--- config.mk ---
export PLATFORM = sky130hd
export DESIGN_NAME = mc_ctrl_flat
export DESIGN_NICKNAME = d
export VERILOG_FILES = /design/src/rtl/ctrl_pkg.sv /design/src/rtl/mc_ctrl_if.sv /design/src/rtl/mc_ctrl_decode.sv /design/src/rtl/mc_ctrl.sv /design/src/flat_wrapper.sv
export SDC_FILE = /design/constraint.sdc
export NUM_CORES = 1
export LEC_CHECK = 0
export CORE_MARGIN = 5
export CORE_UTILIZATION = 31
export CTS_CLUSTER_SIZE = 20
export DETAILED_ROUTE_END_ITERATION = 10
export PLACE_DENSITY = 0.78
export SLEW_MARGIN = 5
export SYNTH_ARGS = -nofsm -noshare
export SYNTH_HDL_FRONTEND = slang
export SYNTH_SLANG_ARGS = --single-unit
--- constraint.sdc ---
create_clock -name clk -period 1.7 [get_ports clk]
set_input_delay 0.17 -clock clk [delete_from_list [all_inputs] [get_ports clk]]
set_output_delay 0.17 -clock clk [all_outputs]
set_load 0.005 [all_outputs]
--- src/rtl/ctrl_pkg.sv ---
// ctrl_pkg: shared encodings for the multi-cycle MIPS-subset controller.
// It holds the FSM state codes, the opcode/funct constants and the select-line
// encodings. The extender, the datapath muxes and the controller all import it.
package ctrl_pkg;

  typedef enum logic [2:0] {
    S_FETCH  = 3'b000,
    S_DECODE = 3'b001,
    S_EXEC   = 3'b010,
    S_MEM    = 3'b011,
    S_WB     = 3'b100
  } state_t;

  localparam logic [5:0] OP_RTYPE = 6'b000000;
  localparam logic [5:0] OP_ORI   = 6'b001101;
  localparam logic [5:0] OP_LUI   = 6'b001111;
  localparam logic [5:0] OP_LW    = 6'b100011;
  localparam logic [5:0] OP_SW    = 6'b101011;
  localparam logic [5:0] OP_BEQ   = 6'b000100;
  localparam logic [5:0] OP_J     = 6'b000010;
  localparam logic [5:0] OP_JAL   = 6'b000011;

  localparam logic [5:0] FN_ADDU  = 6'b100001;
  localparam logic [5:0] FN_SUBU  = 6'b100011;
  localparam logic [5:0] FN_JR    = 6'b001000;

  localparam logic [1:0] EOP_SIGN     = 2'b00;
  localparam logic [1:0] EOP_ZERO     = 2'b01;
  localparam logic [1:0] EOP_LUI      = 2'b10;
  localparam logic [1:0] EOP_SIGN_SH2 = 2'b11;

  localparam logic [2:0] ALU_ADD = 3'b000;
  localparam logic [2:0] ALU_SUB = 3'b001;
  localparam logic [2:0] ALU_OR  = 3'b010;

  localparam logic [1:0] RD_RT = 2'b00;
  localparam logic [1:0] RD_RD = 2'b01;
  localparam logic [1:0] RD_RA = 2'b10;

  localparam logic [1:0] WD_ALU = 2'b00;
  localparam logic [1:0] WD_MEM = 2'b01;
  localparam logic [1:0] WD_PC  = 2'b10;

  localparam logic [1:0] NPC_PC4 = 2'b00;
  localparam logic [1:0] NPC_BR  = 2'b01;
  localparam logic [1:0] NPC_JMP = 2'b10;
  localparam logic [1:0] NPC_JR  = 2'b11;

endpackage

--- src/rtl/mc_ctrl_if.sv ---
// mc_ctrl_if: bundle between the controller and the datapath.
//   master (controller): in  opcode, funct, zero[, mem_ready]
//                        out PCWr, IRWr, RegWr, MemWr, EOp, ALUOp, ALUSrcB,
//                            RegDst, WDSel, NPCOp, state
//   slave  (datapath)  : the same signals with directions reversed.
// Optional feature macro: MC_CTRL_MEM_WAIT_EN (adds mem_ready).
interface mc_ctrl_if;
  logic [5:0] opcode;
  logic [5:0] funct;
  logic       zero;
`ifdef MC_CTRL_MEM_WAIT_EN
  logic       mem_ready;
`endif
  logic       PCWr;
  logic       IRWr;
  logic       RegWr;
  logic       MemWr;
  logic [1:0] EOp;
  logic [2:0] ALUOp;
  logic       ALUSrcB;
  logic [1:0] RegDst;
  logic [1:0] WDSel;
  logic [1:0] NPCOp;
  logic [2:0] state;

  modport master (
    input  opcode, funct, zero,
`ifdef MC_CTRL_MEM_WAIT_EN
    input  mem_ready,
`endif
    output PCWr, IRWr, RegWr, MemWr, EOp, ALUOp, ALUSrcB, RegDst, WDSel,
           NPCOp, state
  );

  modport slave (
    output opcode, funct, zero,
`ifdef MC_CTRL_MEM_WAIT_EN
    output mem_ready,
`endif
    input  PCWr, IRWr, RegWr, MemWr, EOp, ALUOp, ALUSrcB, RegDst, WDSel,
           NPCOp, state
  );
endinterface

--- src/rtl/mc_ctrl_decode.sv ---
// mc_ctrl_decode: combinational instruction classifier.
//   in  opcode[5:0], funct[5:0]  IR fields
//   out one-hot class flags plus is_valid (any supported instruction)
module mc_ctrl_decode
  import ctrl_pkg::*;
(
  input  logic [5:0] opcode,
  input  logic [5:0] funct,
  output logic       is_r_add,
  output logic       is_r_sub,
  output logic       is_jr,
  output logic       is_ori,
  output logic       is_lui,
  output logic       is_lw,
  output logic       is_sw,
  output logic       is_beq,
  output logic       is_j,
  output logic       is_jal,
  output logic       is_valid
);
  logic is_r;

  assign is_r     = (opcode == OP_RTYPE);
  assign is_r_add = is_r && (funct == FN_ADDU);
  assign is_r_sub = is_r && (funct == FN_SUBU);
  assign is_jr    = is_r && (funct == FN_JR);
  assign is_ori   = (opcode == OP_ORI);
  assign is_lui   = (opcode == OP_LUI);
  assign is_lw    = (opcode == OP_LW);
  assign is_sw    = (opcode == OP_SW);
  assign is_beq   = (opcode == OP_BEQ);
  assign is_j     = (opcode == OP_J);
  assign is_jal   = (opcode == OP_JAL);
  assign is_valid = is_r_add | is_r_sub | is_jr | is_ori | is_lui | is_lw |
                    is_sw | is_beq | is_j | is_jal;
endmodule

--- src/rtl/mc_ctrl.sv ---
// mc_ctrl: multi-cycle main controller (FETCH/DECODE/EXEC/MEM/WB).
//   clk   in  rising-edge clock
//   reset in  asynchronous, active-high
//   bus   mc_ctrl_if.master: IR fields and zero in, select/enable lines out
// Parameter MEM_WAIT_MAX: saturation limit of the MEM wait counter.
// Optional feature macro: MC_CTRL_MEM_WAIT_EN (MEM stalls on mem_ready).
//
// state    | meaning
// S_FETCH  | IR <= mem[PC], PC <= PC+4
// S_DECODE | classify; jumps complete here
// S_EXEC   | ALU operation; beq completes here
// S_MEM    | data memory access (lw/sw)
// S_WB     | register file write
module mc_ctrl
  import ctrl_pkg::*;
#(
  parameter int unsigned MEM_WAIT_MAX = 15
) (
  input  logic      clk,
  input  logic      reset,
  mc_ctrl_if.master bus
);
  localparam int unsigned WAIT_W = $clog2(MEM_WAIT_MAX + 1);

  state_t state_q, state_d;
  logic [WAIT_W-1:0] wait_cnt_q, wait_cnt_d;

  logic is_r_add, is_r_sub, is_jr, is_ori, is_lui, is_lw, is_sw;
  logic is_beq, is_j, is_jal, is_valid;
  logic mem_ready, wait_sat, mem_go;

  logic       pc_wr, ir_wr, reg_wr, mem_wr, alu_src_b;
  logic [1:0] eop, reg_dst, wd_sel, npc_op;
  logic [2:0] alu_op;

  mc_ctrl_decode u_decode (
    .opcode   (bus.opcode),
    .funct    (bus.funct),
    .is_r_add (is_r_add),
    .is_r_sub (is_r_sub),
    .is_jr    (is_jr),
    .is_ori   (is_ori),
    .is_lui   (is_lui),
    .is_lw    (is_lw),
    .is_sw    (is_sw),
    .is_beq   (is_beq),
    .is_j     (is_j),
    .is_jal   (is_jal),
    .is_valid (is_valid)
  );

  // Without the wait feature memory is always ready, so the counter
  // never leaves zero and MEM lasts exactly one cycle.
`ifdef MC_CTRL_MEM_WAIT_EN
  assign mem_ready = bus.mem_ready;
`else
  assign mem_ready = 1'b1;
`endif

  assign wait_sat = (wait_cnt_q == WAIT_W'(MEM_WAIT_MAX));
  assign mem_go   = mem_ready | wait_sat;

  always_ff @(posedge clk or posedge reset) begin
    if (reset) begin
      state_q    <= S_FETCH;
      wait_cnt_q <= '0;
    end else begin
      state_q    <= state_d;
      wait_cnt_q <= wait_cnt_d;
    end
  end

  always_comb begin
    state_d    = state_q;
    wait_cnt_d = '0;
    pc_wr      = 1'b0;
    ir_wr      = 1'b0;
    reg_wr     = 1'b0;
    mem_wr     = 1'b0;
    eop        = EOP_SIGN;
    alu_op     = ALU_ADD;
    alu_src_b  = 1'b0;
    reg_dst    = RD_RT;
    wd_sel     = WD_ALU;
    npc_op     = NPC_PC4;

    case (state_q)
      S_FETCH: begin
        ir_wr   = 1'b1;
        pc_wr   = 1'b1;
        npc_op  = NPC_PC4;
        state_d = S_DECODE;
      end

      S_DECODE: begin
        if (is_j) begin
          pc_wr   = 1'b1;
          npc_op  = NPC_JMP;
          state_d = S_FETCH;
        end else if (is_jal) begin
          pc_wr   = 1'b1;
          npc_op  = NPC_JMP;
          reg_wr  = 1'b1;
          reg_dst = RD_RA;
          wd_sel  = WD_PC;
          state_d = S_FETCH;
        end else if (is_jr) begin
          pc_wr   = 1'b1;
          npc_op  = NPC_JR;
          state_d = S_FETCH;
        end else if (is_valid) begin
          state_d = S_EXEC;
        end else begin
          state_d = S_FETCH;
        end
      end

      S_EXEC: begin
        state_d = S_WB;
        if (is_r_add) begin
          alu_op = ALU_ADD;
        end else if (is_r_sub) begin
          alu_op = ALU_SUB;
        end else if (is_ori) begin
          eop       = EOP_ZERO;
          alu_src_b = 1'b1;
          alu_op    = ALU_OR;
        end else if (is_lui) begin
          eop       = EOP_LUI;
          alu_src_b = 1'b1;
          alu_op    = ALU_ADD;
        end else if (is_lw || is_sw) begin
          eop       = EOP_SIGN;
          alu_src_b = 1'b1;
          alu_op    = ALU_ADD;
          state_d   = S_MEM;
        end else if (is_beq) begin
          eop     = EOP_SIGN_SH2;
          alu_op  = ALU_SUB;
          npc_op  = NPC_BR;
          pc_wr   = bus.zero;
          state_d = S_FETCH;
        end else begin
          state_d = S_FETCH;
        end
      end

      S_MEM: begin
        // sw keeps MemWr up through every stalled cycle and the ready cycle.
        mem_wr = is_sw;
        if (mem_go) begin
          state_d = is_lw ? S_WB : S_FETCH;
        end else begin
          wait_cnt_d = wait_cnt_q + 1'b1;
        end
      end

      S_WB: begin
        reg_wr  = 1'b1;
        state_d = S_FETCH;
        if (is_r_add || is_r_sub) begin
          reg_dst = RD_RD;
          wd_sel  = WD_ALU;
        end else if (is_lw) begin
          reg_dst = RD_RT;
          wd_sel  = WD_MEM;
        end else begin
          reg_dst = RD_RT;
          wd_sel  = WD_ALU;
        end
      end

      default: begin
        state_d = S_FETCH;
      end
    endcase
  end

  // FETCH is entered asynchronously on reset; gating keeps its enables
  // from firing while reset is still held.
  assign bus.PCWr    = pc_wr & ~reset;
  assign bus.IRWr    = ir_wr & ~reset;
  assign bus.RegWr   = reg_wr & ~reset;
  assign bus.MemWr   = mem_wr & ~reset;
  assign bus.EOp     = reset ? 2'b00 : eop;
  assign bus.ALUOp   = reset ? 3'b000 : alu_op;
  assign bus.ALUSrcB = alu_src_b & ~reset;
  assign bus.RegDst  = reset ? 2'b00 : reg_dst;
  assign bus.WDSel   = reset ? 2'b00 : wd_sel;
  assign bus.NPCOp   = reset ? 2'b00 : npc_op;
  assign bus.state   = state_q;
endmodule

--- src/flat_wrapper.sv ---
// flat-port wrapper written by rule: the top's interface ports become plain ports
module mc_ctrl_flat import ctrl_pkg::*;
#(
  parameter int unsigned MEM_WAIT_MAX = 15
)
  (clk, reset, bus_opcode, bus_funct, bus_zero, bus_PCWr, bus_IRWr, bus_RegWr, bus_MemWr, bus_EOp, bus_ALUOp, bus_ALUSrcB, bus_RegDst, bus_WDSel, bus_NPCOp, bus_state);
  mc_ctrl_if bus_i ();
  input  logic clk;
  input  logic reset;
  input wire logic [$bits(bus_i.opcode)-1:0] bus_opcode;
  input wire logic [$bits(bus_i.funct)-1:0] bus_funct;
  input wire logic [$bits(bus_i.zero)-1:0] bus_zero;
  output wire logic [$bits(bus_i.PCWr)-1:0] bus_PCWr;
  output wire logic [$bits(bus_i.IRWr)-1:0] bus_IRWr;
  output wire logic [$bits(bus_i.RegWr)-1:0] bus_RegWr;
  output wire logic [$bits(bus_i.MemWr)-1:0] bus_MemWr;
  output wire logic [$bits(bus_i.EOp)-1:0] bus_EOp;
  output wire logic [$bits(bus_i.ALUOp)-1:0] bus_ALUOp;
  output wire logic [$bits(bus_i.ALUSrcB)-1:0] bus_ALUSrcB;
  output wire logic [$bits(bus_i.RegDst)-1:0] bus_RegDst;
  output wire logic [$bits(bus_i.WDSel)-1:0] bus_WDSel;
  output wire logic [$bits(bus_i.NPCOp)-1:0] bus_NPCOp;
  output wire logic [$bits(bus_i.state)-1:0] bus_state;
  assign bus_i.opcode = bus_opcode;
  assign bus_i.funct = bus_funct;
  assign bus_i.zero = bus_zero;
  assign bus_PCWr = bus_i.PCWr;
  assign bus_IRWr = bus_i.IRWr;
  assign bus_RegWr = bus_i.RegWr;
  assign bus_MemWr = bus_i.MemWr;
  assign bus_EOp = bus_i.EOp;
  assign bus_ALUOp = bus_i.ALUOp;
  assign bus_ALUSrcB = bus_i.ALUSrcB;
  assign bus_RegDst = bus_i.RegDst;
  assign bus_WDSel = bus_i.WDSel;
  assign bus_NPCOp = bus_i.NPCOp;
  assign bus_state = bus_i.state;
  mc_ctrl #(.MEM_WAIT_MAX(MEM_WAIT_MAX)) u_core (.clk(clk), .reset(reset), .bus(bus_i));
endmodule
Yosys cells after proc, flatten, opt, wreduce, memory -nomap -nowiden --
Cells that the tools add are included.
Word-level totals: output and inout bits 19, bits in registers 3, input bits 15, logic and storage cells 105
Cells by class: eq/ne operators 14, reduce and logical (&&, ||, !) cells 7, bitwise logic cells 15, multiplexer cells 68
Operators by type and width (count):
- 2-to-1 mux 2 bit | 24
- 2-to-1 mux 3 bit | 15
- == test 6 bit, second input constant | 4
- 2-to-1 mux 1 bit | 23
- == test 6 x 4 -> 1 bit, second input constant | 3
- == test 6 x 2 -> 1 bit, second input constant | 2
- one-hot mux 2 bit (2 select lines) | 3
- one-hot mux 3 bit (4 select lines) | 1
- OR 1 bit | 9
- == test 3 x 2 -> 1 bit, second input constant | 2
- == test 6 x 3 -> 1 bit, second input constant | 1
- logical NOT 6 bit | 1
- bitwise AND 1 bit | 5
- == test 3 x 1 -> 1 bit, second input constant | 1
- == test 3 bit, second input constant | 1
- logical AND 1 bit | 3
- logical NOT 3 bit | 1
- one-hot mux 1 bit (3 select lines) | 1
- logical OR 1 bit | 2
- one-hot mux 1 bit (2 select lines) | 1
- NOT 1 bit | 1

Depth between registers and ports, before layout --
depth in word-level cells 16, gate-level depth with buffers 5

Cells and area by module --
Synthesis repeated with hierarchy kept, for this count alone.
Second synthesis, totals: cell total of the unflattened synthesis 87, area total of the unflattened synthesis 618.1 µm²
Modules (own cells, without submodules):
- mc_ctrl | instances 1, sequential area each 75.1 µm², area an instance 417.9 µm², cells an instance 57
- mc_ctrl_decode | instances 1, sequential area each 0.0 µm², area an instance 200.2 µm², cells an instance 30

Worst setup path before layout --
OpenSTA, ideal clock, no wires.
path type input to output, from input bus_opcode[3], to output bus_NPCOp[0], data arrival time 1730 ps, slack -200 ps, stages on the path 4, path through or4_4 or4b_4 or3_1 a21oi_2
Between the ends: cells in the longest elaborated chain, start to end 9, elaborated cells between the ends (all ways) 23, classes of those cells eq/ne (7); mux (11); reduce/logical (5)
RTL lines:
- start: declaration | RTL line flat_wrapper.sv:10 | input wire logic [$bits(bus_i.opcode)-1:0] bus_opcode;
- == test 6 x 3 -> 1 bit (tied with other cells) | RTL line mc_ctrl_decode.sv:31 | assign is_beq = (opcode == OP_BEQ);
- 2-to-1 mux 1 bit / logical OR 1 bit (equally long branches) | RTL line mc_ctrl.sv:137, mc_ctrl.sv:132
- 2-to-1 mux 2 bit | RTL line mc_ctrl.sv:132 | end else if (is_lw || is_sw) begin
- 2-to-1 mux 2 bit | RTL line mc_ctrl.sv:128 | end else if (is_lui) begin
- 2-to-1 mux 2 bit | RTL line mc_ctrl.sv:124 | end else if (is_ori) begin
- 2-to-1 mux 2 bit | RTL line mc_ctrl.sv:122 | end else if (is_r_sub) begin
- 2-to-1 mux 2 bit | RTL line mc_ctrl.sv:120 | if (is_r_add) begin
- one-hot mux 2 bit (2 select lines) * | RTL line mc_ctrl.sv:87 | case (state_q)
- 2-to-1 mux 2 bit * | RTL line mc_ctrl.sv:190 | assign bus.NPCOp = reset ? 2'b00 : npc_op;
- end: declaration | RTL line flat_wrapper.sv:22 | output wire logic [$bits(bus_i.NPCOp)-1:0] bus_NPCOp;
Every way passes the cells marked *; elsewhere a longest branch is shown, timed or not.

Final worst setup path --
from input bus_opcode[2], to output bus_NPCOp[0]
The elaborated chain is that of the path after synthesis.

==> results.cfg <==
[status]
status = complete, but fails checks
violations = negative setup slack

[setup_path]
path_cells = buf_8 > or4_4 > or4b_4 > or3_4 > a21oi_2 > buf_2
cp-start-kind = input port
setup.worst_path.end_class = output port
cp_top_family = simple AND/OR/NAND/NOR gates
crit_slowest_cell = or4_4
critPathRequiredTime_ns = 1.53
worstSetupPathType = input port to output port
worstPathArrival_ns = 1.89
crit_fanout = 2
cp_num_buf_inv = 2
slowest_delay_ns = 0.54

[timing]
setup_violations = 13
hold_viol_final = 0
period_share = 1.21
period_needed_ns = 2.06
fin_worst_skew_ns = 0.00390
drv_slew = 0
fmax_ghz = 0.485
fin_setup_tns_ns = -3.57
postLayoutSetupSlackWorst_ns = -0.362
rsz0062_at_grt = yes

[finish]
final_cell_area_um2 = 1120
area_growth_syn_to_layout_pct = 127
nets = 146
num-fill-cells = 119
largest_register_ffs = 3
layout-drive-gt1-share = 0.585
n_antenna_cell = 0

[floorplanning]
rows = 14
die-area_um2 = 2490
dieWidth_um = 49.9
ios = 34
core_area_um2 = 1510
dieHeight_um = 49.9
start_util = 0.327

[route]
routed_via_density = 5.51
route.met3.wl_um = 126
maxUsedRoutingLayer = met4
dr_total_vias = 804
ant_nets = 0
drc = 0
wire_per_inst_um = 15.2
drt_pass1_iterations = 4
drtIter0Drc = 6
wl_met1_um = 864
drt_wl_total_um = 2220
route.met2.wl_um = 1220

[synth]
yosys.area.top_type = dfrtp_1
synthTopCellsByArea = dfrtp_1, nor3_1, nor4_1
synth_seq_area_share = 0.152
synth_cell_types = 35
synth_cells = 70
syn_nets = 85
synthesis.area_um2 = 493
ys_warn_count = 0
async_flop_share = 1.00
synth_top_flop_cell = dfrtp_1
ys_top_cells_by_count = nor2_1, nor3_1
synth_top_area_frac = 0.152
synth_area_per_cell_um2 = 7.04
yosysMostFrequentCell = nor2_1
synth-edff-count = 0
synth-seq-cells = 3

[power_and_ir_drop]
vdd_ir_drop_max_uv = 640
p_leak_nw = 0.483
p_per_area_nw_per_um2 = 535

[placed_design]
pre_cts_slack_ns = -1.11
io_buffers = 32
dpl.hpwl_um = 1570
place_congestion = 0.798
placed_area_um2 = 991

[clocking]
clock_latency_ns = 0.24
cts_root_buf = clkbuf_4
holdBufCountCts = 0
cts_tree = done
cts.sinks = 3
clkTransAtPathRegs_ns = 0.04
h-tree-depth = 1
numCtsBuffers = 3
cts_buffer_depth = 2

[grt]
grt_use_total = 0.175
overflow = 0
grt_pass1_vias = 778
grt_pass1_wl_um = 3470
antenna_found_initial = 0
grt_max_degree = 9

[worst_hold_path]
hp-class = input port to flip-flop

[job]
maxCapViolCount = 0
## final cells by class
cell class	instances	area, um2	area share
Timing Repair Buffer	62	492	0.439
Clock buffer	4	26.3	0.0235
Inverter	4	15.0	0.0134
Multi-Input combinational cell	57	490	0.438
Tap cell	16	20.0	0.0179
Sequential cell	3	76.3	0.0682
## where the power goes
| group | internal [mW] | total, mW | switching [mW] |
|---|---|---|---|
| logic | 0.197 | 0.353 | 0.156 |
| registers | 0.0888 | 0.114 | 0.0254 |
| clock network | 0.0884 | 0.132 | 0.0437 |
| total | 0.374 | 0.599 | 0.225 |
## cell families (layout without fill, tap and decap cells)
group | Yosys count | in the layout | share of synthesized area
compound gates | 17 | 17 | 0.249
buf+inv | 10 | 70 | 0.0913
flops | 3 | 3 | 0.152
mux | 1 | 1 | 0.0203
other cells | 1 | 1 | 0.00761
simple gates | 38 | 38 | 0.480
## through the flow
stage	util	hold WS, ns	std cells	power [mW]
2_1_floorplan	-	0.139	70	0.240
5_1_grt	0.743	0.462	146	0.635
3_3_place_gp	0.658	0.565	136	0.416
6_report	0.743	0.457	146	0.599
4_1_cts	0.693	0.394	142	0.568
3_5_place_dp	0.658	0.576	136	0.426
## layer usage
layer	vias up	track usage
li1	386	-
met1	387	0.208
met2	29	0.318
met3	2	0.0301
met4	0	0.0393
met5	-	0
## layout by cell type (no fill, tap or decap), drive strengths merged, types with 2 or more instances in the layout
cell type | Yosys | layout
buf | 3 | 45
clkdlybuf4s50 | 0 | 9
nor2 | 6 | 6
or3 | 6 | 6
clkbuf | 3 | 6
dlygate4sd2 | 0 | 5
nor3 | 5 | 5
inv | 4 | 4
nand2 | 4 | 4
a21oi | 4 | 4
nor4 | 4 | 4
or4b | 3 | 3
o21ai | 3 | 3
a211oi | 3 | 3
dfrtp | 3 | 3
or4 | 2 | 2
nand4b | 2 | 2
nand3 | 2 | 2
## path summary, 6_finish.rpt
check | cells after the start | slack (ns) | end | from
worst max register to register | 3 | 0.17 | u_core.bus.state[0] | u_core.bus.state[0]
worst min register to register | 1 | 0.60 | u_core.bus.state[0] | u_core.bus.state[1]
worst min-delay path | 4 | 0.46 | u_core.bus.state[2] | bus_opcode[3]
max in group asynchronous | 4 | 1.10 | u_core.bus.state[0] | reset
min in group asynchronous | 4 | 0.49 | u_core.bus.state[1] | reset
worst max-delay path | 6 | -0.36 | bus_NPCOp[0] | bus_opcode[2]
## worst reg2reg max path, cell delays in order (launching register included)
cell and delay [ns]:
dfrtp_2 0.43, or3b_2 0.52, or3_1 0.38, o31ai_1 0.09
## repair_timing
| item | CTS | global route |
|---|---|---|
| pin swaps | 9 | 9 |
| gates resized for setup | 87 | 18 |
| setup buffers | 2 | 4 |
| setup endpoints to repair | 17 | 15 |
| gates cloned | 0 | 0 |
Note: power is estimated with default switching activity, not from simulation.
